`config.mk`:
```
export PLATFORM = sky130hd
export DESIGN_NAME = bank_router
export DESIGN_NICKNAME = d
export VERILOG_FILES = /design/src/rtl/bank_router_pkg.sv /design/src/rtl/router_fifo.sv /design/src/rtl/bank_router.sv
export SDC_FILE = /design/constraint.sdc
export NUM_CORES = 1
export LEC_CHECK = 0
export CAP_MARGIN = 20
export CORE_MARGIN = 5
export CORE_UTILIZATION = 52
export DETAILED_ROUTE_END_ITERATION = 12
export PLACE_DENSITY = 0.84
export SETUP_SLACK_MARGIN = 0.02
export SYNTH_ARGS = -nofsm -noshare
export SYNTH_HDL_FRONTEND = slang
export SYNTH_SLANG_ARGS = --single-unit
```
`constraint.sdc`:
```
create_clock -name clk -period 3.7 [get_ports clk]
set_input_delay 1.11 -clock clk [delete_from_list [all_inputs] [get_ports clk]]
set_output_delay 1.11 -clock clk [all_outputs]
set_load 0.02 [all_outputs]
```
`src/rtl/bank_router_pkg.sv`:
```
// Shared packet types and default sizing for the bank crossbar router.
package bank_router_pkg;

  localparam int NUM_BANKS         = 4;
  localparam int ROUTER_FIFO_DEPTH = 4;
  localparam int BANK_IDX_W        = $clog2(NUM_BANKS);

  localparam int COORD_W = 4;
  localparam int DATA_W  = 16;

  typedef struct packed {
    logic [COORD_W-1:0] x;
    logic [COORD_W-1:0] y;
    logic [COORD_W-1:0] z;
  } addr_t;

  typedef struct packed {
    addr_t             addr;
    logic [DATA_W-1:0] data;
  } pkt_t;

  // Owning bank of a packet: the low bits of the x coordinate; y and z are bank-internal.
  function automatic logic [BANK_IDX_W-1:0] bank_of(pkt_t p);
    return p.addr.x[BANK_IDX_W-1:0];
  endfunction

endpackage

```
`src/rtl/router_fifo.sv`:
```
// Single-clock synchronous FIFO of packets; one per router input port.
module router_fifo
  import bank_router_pkg::*;
#(
  parameter int  DEPTH = ROUTER_FIFO_DEPTH,
  localparam int PTR_W = $clog2(DEPTH),
  localparam int CNT_W = PTR_W + 1
) (
  input  logic             clk,
  input  logic             rst,
  input  logic             push_i,
  input  pkt_t             pkt_i,
  output logic             full_o,
  input  logic             pop_i,
  output logic             empty_o,
  output pkt_t             head_o,
  output logic [CNT_W-1:0] count_o
);

  pkt_t             mem_q [DEPTH];
  logic [PTR_W-1:0] wr_q, wr_d, rd_q, rd_d;
  logic [CNT_W-1:0] cnt_q, cnt_d;
  logic             do_push, do_pop;

  assign full_o  = (cnt_q == CNT_W'(DEPTH));
  assign empty_o = (cnt_q == '0);
  assign count_o = cnt_q;
  assign head_o  = mem_q[rd_q];
  assign do_push = push_i && !full_o;
  assign do_pop  = pop_i && !empty_o;

  // Pointer and occupancy next-state; pointers wrap naturally since DEPTH is a power of two.
  always_comb begin
    wr_d  = wr_q + PTR_W'(do_push);
    rd_d  = rd_q + PTR_W'(do_pop);
    cnt_d = cnt_q + CNT_W'(do_push) - CNT_W'(do_pop);
  end

  // Pointer and count registers.
  always_ff @(posedge clk) begin
    // NOTE: non-blocking assignments here so every register samples pre-edge values.
    if (rst) begin
      wr_q  <= '0;
      rd_q  <= '0;
      cnt_q <= '0;
    end else begin
      wr_q  <= wr_d;
      rd_q  <= rd_d;
      cnt_q <= cnt_d;
    end
  end

  // Storage write.
  always_ff @(posedge clk) begin
    // NOTE: storage has no reset; the count gates every read, so stale entries are never seen.
    if (do_push) mem_q[wr_q] <= pkt_i;
  end

endmodule

```
`src/rtl/bank_router.sv`:
```
// Crossbar between banks: per-input FIFOs, per-output round-robin arbiter and registered slot.
module bank_router
  import bank_router_pkg::*;
#(
  parameter int  NUM_BANKS  = bank_router_pkg::NUM_BANKS,
  parameter int  FIFO_DEPTH = ROUTER_FIFO_DEPTH,
  localparam int BANK_IDX_W = $clog2(NUM_BANKS)
) (
  input  logic                 clk,
  input  logic                 rst,
  input  logic [NUM_BANKS-1:0] bank_valid_in,
  output logic [NUM_BANKS-1:0] bank_ready_in,
  input  pkt_t                 bank_in_pkt    [NUM_BANKS],
  output logic [NUM_BANKS-1:0] bank_valid_out,
  input  logic [NUM_BANKS-1:0] bank_ready_out,
  output pkt_t                 bank_out_pkt   [NUM_BANKS],
  output logic                 idle,
  output logic                 err_bad_dest
);

  localparam int CNT_W = $clog2(FIFO_DEPTH) + 1;

  logic [NUM_BANKS-1:0]  fifo_full, fifo_empty, fifo_push, fifo_pop, fifo_busy, bad_head;
  pkt_t                  fifo_head [NUM_BANKS];
  logic [CNT_W-1:0]      fifo_cnt  [NUM_BANKS];
  logic [BANK_IDX_W-1:0] head_dest [NUM_BANKS];

  logic [NUM_BANKS-1:0]  valid_q, valid_d;
  pkt_t                  pkt_q [NUM_BANKS];
  pkt_t                  pkt_d [NUM_BANKS];
  logic [BANK_IDX_W-1:0] rr_q  [NUM_BANKS];
  logic [BANK_IDX_W-1:0] rr_d  [NUM_BANKS];
  logic                  err_q, err_d;

  // Ready comes from the registered count only, never from any valid.
  assign bank_ready_in = ~fifo_full;
  assign fifo_push     = bank_valid_in & bank_ready_in;

  for (genvar i = 0; i < NUM_BANKS; i++) begin : g_in
    router_fifo #(.DEPTH(FIFO_DEPTH)) u_fifo (
      .clk     (clk),
      .rst     (rst),
      .push_i  (fifo_push[i]),
      .pkt_i   (bank_in_pkt[i]),
      .full_o  (fifo_full[i]),
      .pop_i   (fifo_pop[i]),
      .empty_o (fifo_empty[i]),
      .head_o  (fifo_head[i]),
      .count_o (fifo_cnt[i])
    );
    assign head_dest[i] = fifo_head[i].addr.x[BANK_IDX_W-1:0];
    assign bad_head[i]  = !fifo_empty[i] && (int'(head_dest[i]) >= NUM_BANKS);
    assign fifo_busy[i] = (fifo_cnt[i] != '0);
  end

  // Per-output round-robin grant, slot load and head dequeue; bad heads are dropped.
  always_comb begin
    logic                  found;
    logic [BANK_IDX_W-1:0] win, cand;
    // NOTE: every variable gets a value before any branch, so no latch is inferred.
    found    = 1'b0;
    win      = '0;
    cand     = '0;
    fifo_pop = bad_head;
    err_d    = err_q || (|bad_head);
    for (int o = 0; o < NUM_BANKS; o++) begin
      found = 1'b0;
      win   = rr_q[o];
      for (int k = 1; k <= NUM_BANKS; k++) begin
        cand = BANK_IDX_W'((int'(rr_q[o]) + k) % NUM_BANKS);
        if (!found && !fifo_empty[cand] && head_dest[cand] == BANK_IDX_W'(o)) begin
          found = 1'b1;
          win   = cand;
        end
      end
      valid_d[o] = valid_q[o] && !bank_ready_out[o];
      pkt_d[o]   = pkt_q[o];
      rr_d[o]    = rr_q[o];
      if ((!valid_q[o] || bank_ready_out[o]) && found) begin
        valid_d[o]    = 1'b1;
        pkt_d[o]      = fifo_head[win];
        rr_d[o]       = win;
        fifo_pop[win] = 1'b1;
      end
    end
  end

  // Output slots, round-robin pointers and sticky error.
  always_ff @(posedge clk) begin
    if (rst) begin
      valid_q <= '0;
      err_q   <= 1'b0;
      for (int o = 0; o < NUM_BANKS; o++) begin
        pkt_q[o] <= '0;
        rr_q[o]  <= BANK_IDX_W'(NUM_BANKS - 1);
      end
    end else begin
      valid_q <= valid_d;
      pkt_q   <= pkt_d;
      rr_q    <= rr_d;
      err_q   <= err_d;
    end
  end

  assign bank_valid_out = valid_q;
  assign bank_out_pkt   = pkt_q;
  assign err_bad_dest   = err_q;
  assign idle           = !(|fifo_busy) && !(|valid_q);

endmodule

```
==> key figures, run 1 <==
Outcome
  • Status: completed

Final layout
  • Final Cell Area: 31,600 µm²
  • Storage cell area: 16,500 µm²
  • Area occupied by multi-input gates: 8960 µm²
  • Post-layout util: 64.6%
  • Final Non-Filler Cells: slightly below 3,000
  • Fillers: between 3,000 and 4,000
  • Layout cells sized above 1: 19.6%
  • Area Growth Syn to Fin: 22.9%
  • # nets final: 2,318

Clock tree
  • Clock Latency Late Sink: 0.63 ns
  • Worst-path clk slew: 0.06 ns
  • Clk root buf: clkbuf_16
  • Num CTS Buffers: 58
  • Buffers from clock root to sink, at most: 3
  • CTS tree: done
  • Clk sinks: 600
  • Number of hold buffers added after cts: 0
  • # H-tree levels: 2

Placed design
  • PortBufs: 242
  • Inst Count DP: between 2,000 and 3,000
  • Area after DPL: 29,400 µm²
  • GPL Wtd Cong: 0.949
  • Post-DP HPWL: slightly above 50,000 µm

Timing
  • Setup TNS: 0 ns
  • Fin Clk Skew: 0.0232 ns
  • Final min period: between 3 and 4 ns
  • Hold Slack: around 0.46 ns
  • Final Hold Vio Count: 0
  • RSZ-0062 raised after global routing: true
  • Final Setup Violations: 0
  • Final period util: between 90% and 100%
  • Achievable frequency: 0.272 GHz
  • Slew HR: 29.8%
  • Max-slew violation count: 0
  • Worst Tran Pin Value: 1.05 ns

Worst setup path
  • Critical path peak fanout: 4
  • Worst Path Required: 4.18 ns
  • Element type at the critical path end: flop
  • CP arrival: approximately 4.2 ns
  • Crit Path Class: flop to flop
  • Critical Path Source Type: flop

Synth
  • Count of cell types in the netlist: 67
  • Seq/Total Area, Yosys: 64.2%
  • Asr flop ratio synth: 0%
  • Synth Register Bits: 600
  • Mapped cell area: 25,700 µm²
  • Mapped Cells: 1,894
  • Post-synth top flop: edfxtp_1
  • Syn Nets: 2,032
  • Number of synthesis warnings: 0
  • Number of synthesized flops with an enable pin: around 450
  • Syn Area/Cell: between 10 and 15 µm²

Pwr
  • Max rail drop VDD: 0.654 mV
  • PD cells: 914 nW/µm²
  • Static Leak: 10.9 nW

Route
  • Initial DRC count: 1,882
  • Post-Route WL: 73,900 µm
  • # DRC: 0
  • Wirelength per Cell: about 26 µm
  • Vias: 17,398
  • Post-route ant nets: 0
  • 1st-pass router iterations: 6
  • Via density: 6.01

Floorplan
  • Initial core utilization: 52.6%
  • Die area: between 50,000 and 60,000 µm²
  • # IOs: around 240
  • Die W: 232 µm
  • Die height: about 230 µm
  • Core footprint: slightly below 50,000 µm²
  • Site row count: 81

GRT
  • Number of global-route vias before repair: roughly 18,000
  • Initial antenna violation count: 1
  • GR Overflow Total: 0
  • Total GRT Usage: 27.2%
  • First-pass GRT wire length: 110,000 µm
  • Largest net degree at the start of global routing: 53

Min path
  • Hold crit path type: flop to flop

Flow run
  • MaxCap Viol Count: 0
cell type report:
class,count,area share (%)
Timing Repair Buffer,352,10.5
Tap cell,664,2.63
Antenna cell,1,0.00793
Inverter,19,0.226
Clock buffer,75,4.99
Sequential cell,600,52.3
Multi-Input combinational cell,1149,28.4
Clock inverter,35,0.975
Yosys cell counts (12+ instances only):
master | number | area, µm²
nand3_1 | 161 | 806
mux4_2 | 104 | 2340
nand2_1 | 390 | 1460
nor2_1 | 50 | 188
mux2i_1 | 95 | 951
xnor2_1 | 15 | 131
ha_1 | 12 | 150
mux2_2 | 31 | 349
inv_1 | 19 | 71.3
o211ai_1 | 27 | 203
clkbuf_1 | 74 | 278
a32o_1 | 36 | 360
a21oi_1 | 90 | 450
buf_1 | 15 | 56.3
buf_2 | 31 | 155
edfxtp_1 | 448 | 13500
dfxtp_1 | 152 | 3040
nor2b_1 | 19 | 119
cells in the final DEF, fill, tap and decap left out, drive strengths merged, types with 7 or more instances in the layout:
cell type / n
a21oi: 91
a32o: 36
a32oi: 11
and2: 8
and3: 7
buf: 111
clkbuf: 75
clkdlybuf4s50: 241
clkinv: 23
clkinvlp: 7
dfxtp: 152
edfxtp: 448
ha: 12
inv: 20
mux2: 34
mux2i: 96
mux4: 104
nand2: 390
nand2b: 8
nand3: 161
nor2: 50
nor2b: 19
nor3: 9
nor3b: 7
o211ai: 27
o22ai: 8
xnor2: 15
through the flow:
stage | power, mW | setup WS, ns
6_report | 28.9 | 0.0207
4_1_cts | 28.4 | 0.0358
2_1_floorplan | 17.5 | 0.0229
3_3_place_gp | 22.1 | -0.235
3_5_place_dp | 22.4 | -0.266
5_1_grt | 30.3 | -0.0491
per-layer routing:
| metal | track usage [%] | wire (µm) | vias to the layer above |
|---|---|---|---|
| met5 | 0 | 0 | - |
| met4 | 10.8 | 3080 | 0 |
| met2 | 47.0 | 38000 | 874 |
| li1 | - | - | 7721 |
| met1 | 34.8 | 27500 | 8651 |
| met3 | 4.34 | 5340 | 152 |
worst max-delay path, stage by stage, from the launching register on:
cell and delay [ns]:
dfxtp_2 0.33, or3_4 0.38, and2_4 0.16, a32o_2 0.26
buf_4 0.16, a221oi_4 0.28, a21oi_4 0.07, buf_6 0.14
nor3b_1 0.15, a2111o_1 0.45, xor2_1 0.19, ha_2 0.20
fa_2 0.41, xnor2_2 0.16, xnor2_1 0.14, nor2_1 0.07
state kept, by name, summed over array words and instances (netlist names):
| register | flops |
|---|---|
| g_in.u_fifo.mem_q | 448 |
| g_in.u_fifo.count_o | 12 |
| g_in.u_fifo.rd_q | 8 |
| bank_valid_out | 4 |
| bank_out_pkt | 112 |
| rr_q | 8 |
| g_in.u_fifo.wr_q | 8 |
path summary, 6_finish.rpt:
| kind | slack (ns) | depth (start not counted) | from | endpoint |
|---|---|---|---|---|
| hold / removal | 0.46 | 2 | bank_out_pkt[73] | bank_out_pkt[73] |
| hold reg to reg | 0.46 | 2 | bank_out_pkt[73] | bank_out_pkt[73] |
| setup reg to reg | 0.02 | 15 | g_in[1].u_fifo.count_o[2] | g_in[0].u_fifo.count_o[2] |
| setup / recovery | 0.02 | 15 | g_in[1].u_fifo.count_o[2] | g_in[0].u_fifo.count_o[2] |
timing repair:
item                                    CTS  global route
pin swaps                                 3             8
setup buffers                             1             2
endpoints found under the setup margin    6             4
endpoints found under the hold margin     0             0
gates resized for setup                  24            33
cells by family (layout without fill, tap and decap cells):
family	after synthesis	count (layout)	share of synthesized area, %
XOR/XNOR	18	18	0.614
flip-flops	600	600	64.2
multiplexers	234	234	14.4
buffers and inverters	145	481	2.36
other	1	2	0.0146
AND/OR/NAND/NOR	669	669	11.3
adder cells (fa/ha/maj)	16	16	0.896
AO/OA/AOI/OAI	211	211	6.21
where the power goes:
group          internal [mW]  total, mW  switching (mW)
Sequential              8.31       8.93           0.621
Clock                   3.29       5.80            2.51
Combinational           5.49       14.1            8.64
Total                   17.1       28.9            11.8
Note: power is estimated with default switching activity, not from simulation.
==> run 2: changes to the inputs <==
--- a/config.mk
+++ b/config.mk
@@ -11,6 +11,7 @@
 export DETAILED_ROUTE_END_ITERATION = 12
 export PLACE_DENSITY = 0.84
 export SETUP_SLACK_MARGIN = 0.02
+export SKIP_CTS_REPAIR_TIMING = 1
 export SYNTH_ARGS = -nofsm -noshare
 export SYNTH_HDL_FRONTEND = slang
 export SYNTH_SLANG_ARGS = --single-unit
==> run 2 against run 1 <==
Net effect:
- design area about the same
- clock-buffer cell count unchanged
- sequential power about the same
- die area unchanged
- final cell count about the same
- largest power group unchanged
==> key figures, run 2 (synthesis gave the netlist of run 1 again) <==
Outcome
  • Status: completed

Timing
  • Achievable frequency: between 0.2 and 0.3 GHz
  • Final Setup Violations: 0
  • Hold Slack: 0.462 ns
  • Setup TNS: 0 ns
  • Max-slew violation count: 0
  • RSZ-0062 raised after global routing: true
  • Final min period: 3.68 ns
  • Worst Tran Pin Value: 1.04 ns
  • Final Hold Vio Count: 0
  • Slew HR: a little under a third
  • Fin Clk Skew: roughly 0.026 ns
  • Final period util: 99.6%

Worst setup path
  • Cell family with most CP delay: compound AO/OA/AOI/OAI gates
  • Critical path peak fanout: 3
  • FF-to-FF path depth: 16
  • Crit-path max cell delay: 0.45 ns
  • Worst path buffer plus inverter count: 3
  • Crit Path Class: flop to flop
  • CP arrival: 4.16 ns
  • Critical Path Start: g_in[0].u_fifo.count_o[1]
  • Critical Path Source Type: flop
  • Reg-to-reg startpoint: g_in[0].u_fifo.count_o[1]
  • Critical Path Stages: 16
  • Crit path top cell by count: buf_4
  • Worst path cell trace: or3_4, nand2_2, o32ai_2, buf_4, buf_4, o41ai_4, buf_4, a211oi_1, and3_1, a2111o_1, xor2_1, ha_2, fa_2, xnor2_2, xnor2_1, nor2_1
  • Slowest stage cell, crit path: a2111o_1
  • Element type at the critical path end: flop
  • Worst Path Required: 4.18 ns

Clock tree
  • CTS tree: done
  • Clock Latency Late Sink: 0.63 ns
  • Worst-path clk slew: 0.06 ns
  • Clk root buf: clkbuf_16
  • Buffers from clock root to sink, at most: 3
  • Clk sinks: 600
  • Num CTS Buffers: 58
  • # H-tree levels: 2

Final layout
  • Most common cell after layout, fill and taps aside: edfxtp_1
  • Final Cell Area: 31,600 µm²
  • Biggest register: g_in.u_fifo.mem_q
  • # nets final: around 2,300
  • Fillers: 3,520
  • Area Growth Syn to Fin: 23.0%
  • Most frequent cells in the layout: edfxtp_1 (448), nand2_1 (387), clkdlybuf4s50_1 (241)
  • Layout cells sized above 1: 19.4%
  • Max reg flops: about 450
  • Final Non-Filler Cells: 2,894

Min path
  • HP Start: bank_out_pkt[79]
  • Hold crit path type: flop to flop
  • Worst hold path depth: 2

Route
  • Initial DRC count: 1,905
  • Post-route ant nets: 0
  • Post-Route WL: 74,200 µm
  • # DRC: 0
  • Wirelength per Cell: about 26 µm
  • 1st-pass router iterations: 8
  • Via density: 6.04
  • Vias: 17,479

GRT
  • Largest net degree at the start of global routing: 53
  • GR Overflow Total: 0
  • Total GRT Usage: 27.2%
  • First-pass GRT wire length: 110,000 µm
  • Initial antenna violation count: 1
  • Met1 Use GR: 34.7%
  • GR Util met2: 46.9%
  • Number of global-route vias before repair: 17,570
  • GRT busiest layer: met2
  • Met3 Usage GRT: 4.33%

Placed design
  • PortBufs: 242
  • Area after DPL: a little under 30,000 µm²
  • Post-DP HPWL: slightly above 50,000 µm
  • GPL Wtd Cong: 0.949
  • Inst Count DP: roughly 2,800

Pwr
  • PD cells: 913 nW/µm²
  • Static Leak: between 10 and 15 nW
  • Max rail drop VDD: 0.663 mV
  • Final Power: around 29 mW

Floorplan
  • Die W: 232 µm
  • Site row count: 81
  • Initial core utilization: 52.6%
  • Core footprint: around 49,000 µm²
  • # IOs: 244
  • Die height: ~230 µm
  • Die area: 53,900 µm²

Flow run
  • MaxCap Viol Count: 0
## run 2: cell types whose count changed in the layout (fill, tap and decap cells not counted), moves of 2 or more
cell	delta
a32o_1	+2
a32o_2	-2
dfxtp_1	+2
dfxtp_2	-2
## run 2: path summary, 6_finish.rpt
path	endpoint	slack, ns
max reg2reg	g_in[0].u_fifo.count_o[2]	0.02
max	g_in[0].u_fifo.count_o[2]	0.02
min reg2reg	bank_out_pkt[79]	0.46
min	bank_out_pkt[79]	0.46
## run 2: cell type report
cell class | count | area (µm²) | area share [%]
Antenna cell | 1 | 2.50 | 0.00792
Clock buffer | 75 | 1580 | 4.99
Clock inverter | 35 | 308 | 0.974
Inverter | 19 | 71.3 | 0.226
Multi-Input combinational cell | 1149 | 8990 | 28.5
Sequential cell | 600 | 16500 | 52.3
Tap cell | 664 | 831 | 2.63
Timing Repair Buffer | 351 | 3300 | 10.4
## run 2: per-stage QoR
stage | setup slack, ns | util [%]
2_1_floorplan | 0.0229 | -
3_3_place_gp | -0.235 | 60.2
3_5_place_dp | -0.266 | 60.2
4_1_cts | -0.215 | 64.1
5_1_grt | -0.0711 | 64.7
6_report | 0.0163 | 64.7
## run 2: worst register-to-register path, cell delays in order, from the launching register on
cell and delay (ns):
dfxtp_1 0.33, or3_4 0.42, nand2_2 0.09, o32ai_2 0.07, buf_4 0.17, buf_4 0.14, o41ai_4 0.34, buf_4 0.17
a211oi_1 0.05, and3_1 0.21, a2111o_1 0.45, xor2_1 0.19, ha_2 0.19, fa_2 0.36, xnor2_2 0.17, xnor2_1 0.14
nor2_1 0.07
## run 2: power breakdown
group	internal (mW)	switching, mW	leakage, nW	total [mW]
logic	5.48	8.65	4.66	14.1
clock network	3.29	2.51	0.909	5.80
registers	8.31	0.618	5.36	8.92
## run 2: metal layers
metal,wire length [µm],vias up
met4,3140,0
met5,0,-
met3,5610,156
met2,38100,911
met1,27400,8700
li1,-,7712
